$ cat config.mk
export PLATFORM = sky130hd
export DESIGN_NAME = fifo_wr_arbiter
export DESIGN_NICKNAME = d
export VERILOG_FILES = /design/src/rtl/fifo_wr_arbiter.sv
export SDC_FILE = /design/constraint.sdc
export NUM_CORES = 1
export LEC_CHECK = 0
export ABC_AREA = 0
export CORE_AREA = 2 2 150 152
export CTS_CLUSTER_DIAMETER = 150
export DETAILED_ROUTE_END_ITERATION = 12
export DIE_AREA = 0 0 152 154
export GPL_ROUTABILITY_DRIVEN = 0
export GPL_TIMING_DRIVEN = 0
export PLACE_DENSITY_LB_ADDON = 0.25
export SYNTH_ARGS = -nofsm -noshare
export SYNTH_HDL_FRONTEND = slang
export SYNTH_SLANG_ARGS = --single-unit
$ cat constraint.sdc
create_clock -name clk -period 5.81 [get_ports clk]
set_input_delay 1.162 -clock clk [delete_from_list [all_inputs] [get_ports clk]]
set_output_delay 1.162 -clock clk [all_outputs]
set_load 0.01 [all_outputs]
$ cat src/rtl/fifo_wr_arbiter.sv
// Round-robin write arbiter: four requesters share one FIFO write port,
// each grant lasting until req_last or MAX_BURST beats.
module fifo_wr_arbiter #(
  parameter int unsigned DATA_W    = 64,
  parameter int unsigned MAX_BURST = 16
) (
  input  logic                clk,
  input  logic                rst,
  input  logic                en,
  input  logic [3:0]          req_valid,
  input  logic [4*DATA_W-1:0] req_data,
  input  logic [3:0]          req_last,
  output logic [3:0]          req_ready,
  input  logic                full,
  output logic                wen,
  output logic [DATA_W-1:0]   wdata,
  output logic [3:0]          grant,
  output logic [31:0]         word_cnt,
  output logic [15:0]         stall_cnt
);
  localparam int unsigned NREQ   = 4;
  localparam int unsigned BEAT_W = $clog2(MAX_BURST);
  localparam logic [BEAT_W-1:0] BEAT_LAST = BEAT_W'(MAX_BURST - 1);

  typedef enum logic {IDLE = 1'b0, BURST = 1'b1} state_e;

  state_e            state_q, state_d;
  logic [NREQ-1:0]   grant_q, grant_d;
  logic [1:0]        rr_ptr_q, rr_ptr_d;
  logic [BEAT_W-1:0] beat_cnt_q, beat_cnt_d;
  logic [31:0]       word_cnt_q, word_cnt_d;
  logic [15:0]       stall_cnt_q, stall_cnt_d;

  logic [1:0]        owner;
  logic [1:0]        pick;
  logic [1:0]        cand;
  logic              found;
  logic              owner_valid;
  logic              owner_last;
  logic [DATA_W-1:0] owner_data;
  logic              xfer;

  // Owner index and its request lines, decoded from the one-hot grant
  always_comb begin
    owner      = 2'd0;
    owner_data = '0;
    for (int i = 0; i < 4; i++) begin
      if (grant_q[i]) begin
        owner      = 2'(i);
        owner_data = req_data[i*DATA_W +: DATA_W];
      end
    end
    owner_valid = req_valid[owner];
    owner_last  = req_last[owner];
  end

  // First valid requester searching upward from rr_ptr, modulo 4
  always_comb begin
    found = 1'b0;
    pick  = rr_ptr_q;
    cand  = rr_ptr_q;
    for (int k = 0; k < 4; k++) begin
      cand = rr_ptr_q + 2'(k);
      if (!found && req_valid[cand]) begin
        found = 1'b1;
        pick  = cand;
      end
    end
  end

  // Reset gates the write path so nothing leaks out while rst is high
  assign xfer = (state_q == BURST) && owner_valid && !full && !rst;

  always_comb begin
    state_d     = state_q;
    grant_d     = grant_q;
    rr_ptr_d    = rr_ptr_q;
    beat_cnt_d  = beat_cnt_q;
    word_cnt_d  = word_cnt_q;
    stall_cnt_d = stall_cnt_q;
    wen         = 1'b0;
    req_ready   = '0;
    wdata       = '0;
    case (state_q)
      IDLE: begin
        if (en && found) begin
          state_d    = BURST;
          grant_d    = NREQ'(1) << pick;
          beat_cnt_d = '0;
        end
      end
      BURST: begin
        if (xfer) begin
          wen        = 1'b1;
          req_ready  = grant_q;
          wdata      = owner_data;
          word_cnt_d = word_cnt_q + 32'd1;
          if (owner_last || (beat_cnt_q == BEAT_LAST)) begin
            state_d    = IDLE;
            grant_d    = '0;
            rr_ptr_d   = owner + 2'd1;
            beat_cnt_d = '0;
          end else begin
            beat_cnt_d = beat_cnt_q + BEAT_W'(1);
          end
        end else if (owner_valid && full && (stall_cnt_q != 16'hFFFF)) begin
          stall_cnt_d = stall_cnt_q + 16'd1;
        end
      end
      default: state_d = IDLE;
    endcase
  end

  always_ff @(posedge clk or posedge rst) begin
    if (rst) begin
      state_q     <= IDLE;
      grant_q     <= '0;
      rr_ptr_q    <= 2'd0;
      beat_cnt_q  <= '0;
      word_cnt_q  <= 32'd0;
      stall_cnt_q <= 16'd0;
    end else begin
      state_q     <= state_d;
      grant_q     <= grant_d;
      rr_ptr_q    <= rr_ptr_d;
      beat_cnt_q  <= beat_cnt_d;
      word_cnt_q  <= word_cnt_d;
      stall_cnt_q <= stall_cnt_d;
    end
  end

  assign grant     = grant_q;
  assign word_cnt  = word_cnt_q;
  assign stall_cnt = stall_cnt_q;

endmodule

# After elaboration in Yosys (flattened, before gate mapping)
# Cells that the tools add are included.
# op_classes
magnitude_cmp,5
n_addsub,7
bitwise_logic,2
n_reduce_logical,20
n_shift,1
n_eq_ne,5
n_mux,44
# op_table
operator,count
64-bit 2-to-1 mux,6
32-bit by 1-bit adder with 32-bit output (second input constant),1
4-bit 2-to-1 mux,8
16-bit by 1-bit adder with 16-bit output (second input constant),1
1-bit 2-to-1 mux,16
16-bit inequality test (second input constant),1
4-bit case mux with 2 select lines,2
2-bit by 3-bit < comparator with 1-bit output (second input constant),5
1-bit binary-select mux with 2-bit select,6
2-bit 2-to-1 mux,5
1-bit logical AND,9
3-bit AND reduction,3
1-bit zero test,5
2-bit by 1-bit adder with 2-bit output (second input constant),2
2-bit adder (second input constant),2
4-bit by 1-bit adder with 4-bit output (second input constant),1
4-bit equality test (second input constant),1
2-bit by 1-bit inequality test with 1-bit output (second input constant),2
2-bit AND reduction,2
1-bit by 2-bit << shifter with 4-bit output (first input constant),1
2-bit inequality test (second input constant),1
1-bit inverter,2
1-bit case mux with 2 select lines,1
1-bit logical OR,1
# word_totals
out_inout_bits,121
elab_cells,90
register_bits,59
input_bits,268

# Longest topological paths before layout
# logic_depth
word_depth,15
ltp_mapped,8
mapped_depth_nobuf,6

# Least setup slack after synthesis
# OpenSTA, ideal clock, no wires.
# synth_path
kind,input to output
from,in req_valid[2]
to,out wdata[53]
cell_stages,6
setup_slack_ns,2.368
n_path_buf,2
arrival_time_ns,2.280
required_time_ns,4.648
path_cell_list,or3b_1 o2111a_2 nand2_1 buf_4 buf_2 nor2_1
# synth_via
elab_chain_cells,7
# synth_lines
item,line_no,text
from (decl),10,"input logic [3:0] req_valid,"
1-bit binary-select mux with 2-bit select,53,owner_valid = req_valid[owner];
1-bit 2-to-1 mux (implied by the code),53,
1-bit logical AND (3 in a row),72,assign xfer = (state_q == BURST) && owner_valid && !full && !rst;
64-bit 2-to-1 mux,93,if (xfer) begin
64-bit 2-to-1 mux,84,case (state_q)
to (decl),16,"output logic [DATA_W-1:0] wdata,"
# Every way passes these cells. The select of a mux whose other input is x is not followed.

# Final worst setup path
# layout_path
from,in req_valid[3]
to,out wdata[0]
# The elaborated chain is that of the path after synthesis.

==> impl_metrics.env <==
export IMPL_die_h_um=154
export IMPL_hpwl_um=23300
export IMPL_ys_ff_latch=59
export IMPL_cts_buffers=9
export IMPL_cts_max_level=3
export IMPL_synth_async_reset_ratio_pct=100
export IMPL_multi_input_comb_area_mm2=0.00306
export IMPL_layout_commonest_cell="clkdlybuf4s50_1"
export IMPL_cts_hold_buf=0
export IMPL_syn_cell_area_mm2=0.00484
export IMPL_rows=54
export IMPL_slew_headroom_pct=52.8
export IMPL_die_x_um=152
export IMPL_min_period_over_period_pct=83.1
export IMPL_p_leak_uw=0.00351
export IMPL_r2r_setup_slack_ps=3600
export IMPL_core_area_mm2=0.0217
export IMPL_fmax_mhz=207
export IMPL_hold_end="word_cnt[31]"
export IMPL_dr_pass1_iters=4
export IMPL_critPathCaptureType="output port"
export IMPL_fill_cells=2201
export IMPL_wl_per_cell_um=21.0
export IMPL_setup_viol=0
export IMPL_yosysSeqAreaShare_pct=30.5
export IMPL_critPathRequiredTime_ps=4650
export IMPL_final_area_mm2=0.00944
export IMPL_cts_sinks=59
export IMPL_drive_above_1_share_pct=4.46
export IMPL_grt_max_degree=39
export IMPL_num_vias=6585
export IMPL_critPathMaxFanout=10
export IMPL_grt_pass1_vias=6745
export IMPL_worst_slack_ps=983
export IMPL_syn_inst=649
export IMPL_path_class="in -> out"
export IMPL_synth_edf_count=0
export IMPL_slew_violations=0
export IMPL_totalWireLength_um=28100
export IMPL_post_route_drc_count=0
export IMPL_viasPerCell=4.91
export IMPL_cts_tree="built"
export IMPL_ios=389
export IMPL_start_util_pct=22.3
export IMPL_r2r_end="rr_ptr_q[0]"
export IMPL_worstRegToRegCells=6
export IMPL_grt_pass1_wl_um=41500
export IMPL_hold_start="word_cnt[31]"
export IMPL_setup_worst_path_start_class="input port"
export IMPL_dieArea_mm2=0.0234
export IMPL_cp_arrival_ps=3670
export IMPL_worstSkewPairLatency_ps=320
export IMPL_yosysWarnings=0
export IMPL_worst_pin_slew_ps=708
export IMPL_tns_ps=0
export IMPL_port_buffers=388
export IMPL_fin_nets=1320
export IMPL_synth_flop_cell="dfrtp_1"
export IMPL_power_density_mw_per_mm2=277
export IMPL_area_growth_pct=95.0
export IMPL_postSynthAreaPerCell_um2=7.46
export IMPL_post_cts_buffers=0
export IMPL_drv_cap=0
export IMPL_status="finished clean"
export IMPL_finalHoldViolCount=0
export IMPL_grt_remaining_overflow=0
export IMPL_rsz0062_at_grt="no"
export IMPL_r2r_start="grant[2]"
export IMPL_drtIter0Drc=329
export IMPL_place_area_mm2=0.00910
export IMPL_finClkSkew_ps=2.79
export IMPL_grt_antenna_before_repair=12
export IMPL_grt_total_usage_pct=23.1
export IMPL_holdPathStages=1
export IMPL_syn_num_nets=920
export IMPL_final_cell_mix="388 x clkdlybuf4s50_1, 139 x nor2_1, 69 x a21oi_1"
export IMPL_hold_class="reg -> reg"
export IMPL_clkTransAtPathRegs_ps=50
export IMPL_root_buffer="clkbuf_16"
export IMPL_seqCellArea_mm2=0.00148
export IMPL_holdWs_ps=483
export IMPL_synth_distinct_cells=50
export IMPL_ant_nets=0
export IMPL_pre_cts_ws_ps=994
export IMPL_cts_resized=0
export IMPL_max_clock_path_buffers=2
export IMPL_peakVddDrop_mv=0.120
export IMPL_min_period_ps=4830
[stage by stage]
step	util, %	total power [uW]	instances
floorplan	-	1370	649
global route	43.5	2800	1337
global placement	41.8	2050	1317
detailed placement	41.9	2050	1318
finish	43.5	2620	1340
CTS	43.5	2650	1334
[how the worst max path moves through the flow]
stage | startpoint | slack [ps] | endpoint
floorplan | req_valid[2] | 2370 | wdata[53]
global placement | req_valid[2] | 1000 | wdata[32]
detailed placement | req_valid[3] | 990 | wdata[0]
CTS | req_valid[3] | 1000 | wdata[0]
global route | req_valid[2] | 880 | wdata[32]
finish | req_valid[3] | 980 | wdata[0]
[report_power, final]
| part | leakage, uW | switching, uW | internal, uW |
|---|---|---|---|
| sequential | 0.000793 | 76.1 | 473 |
| clock | 0.000159 | 182 | 398 |
| combinational | 0.00256 | 809 | 681 |
| total | 0.00351 | 1070 | 1550 |
[state kept, by name, indices dropped and copies added (netlist names)]
register and count:
beat_cnt_q 4, grant 4, rr_ptr_q 2, stall_cnt 16, state_q 1, word_cnt 32
[area by class of cell]
class                      count  share of cell area [%]
timing repair buffer         389                    41.4
sequential                    59                    15.6
buffer                        57                    2.73
clock inverter                 4                   0.769
antenna                        6                   0.159
tap                          280                    3.71
multi-input combinational    521                    32.4
inverter                      12                   0.477
clock buffer                  12                    2.72
[synth_stat cells, types with 2 or more instances]
master	number	area (um2)
xor2_1	4	35.0
and3_1	12	75.1
or3_1	2	12.5
o21ai_0	5	25.0
a21oi_1	69	345
nand4_1	17	106
nand2_1	29	109
nand2b_1	3	18.8
ha_1	3	37.5
buf_6	2	22.5
inv_1	11	41.3
nor2_1	139	522
nand3_1	29	145
nor3_1	67	335
nor2b_1	4	25.0
xnor2_1	40	350
a221oi_1	63	552
dfrtp_1	59	1480
clkbuf_1	37	139
o31ai_1	5	37.5
mux2_2	3	33.8
buf_2	8	40.0
buf_4	5	37.5
o211ai_1	2	15.0
and4_1	2	17.5
buf_1	5	18.8
[critical path: stages]
cell,delay (ps)
clkdlybuf4s50_1,580
nand2b_1,200
o2111a_2,310
nand2_1,100
buf_4,240
buf_6,170
nor2_1,240
clkdlybuf4s50_1,650
[per-layer routing]
| layer | share of wire [%] | track usage [%] |
|---|---|---|
| met1 | 39 | 25.9 |
| met2 | 49 | 40.2 |
| met3 | 8.6 | 8.48 |
| met4 | 3.2 | 8.68 |
| met5 | 0.22 | 0 |
[kinds of logic after synthesis]
family	share of synthesized area (%)
AND/OR/NAND/NOR	30.0
AO/OA/AOI/OAI	23.3
XOR/XNOR	7.96
adder cells (fa/ha/maj)	0.775
flip-flops	30.5
buffers and inverters	6.25
multiplexers	1.24
No activity file was read; power rests on OpenSTA's default activity.
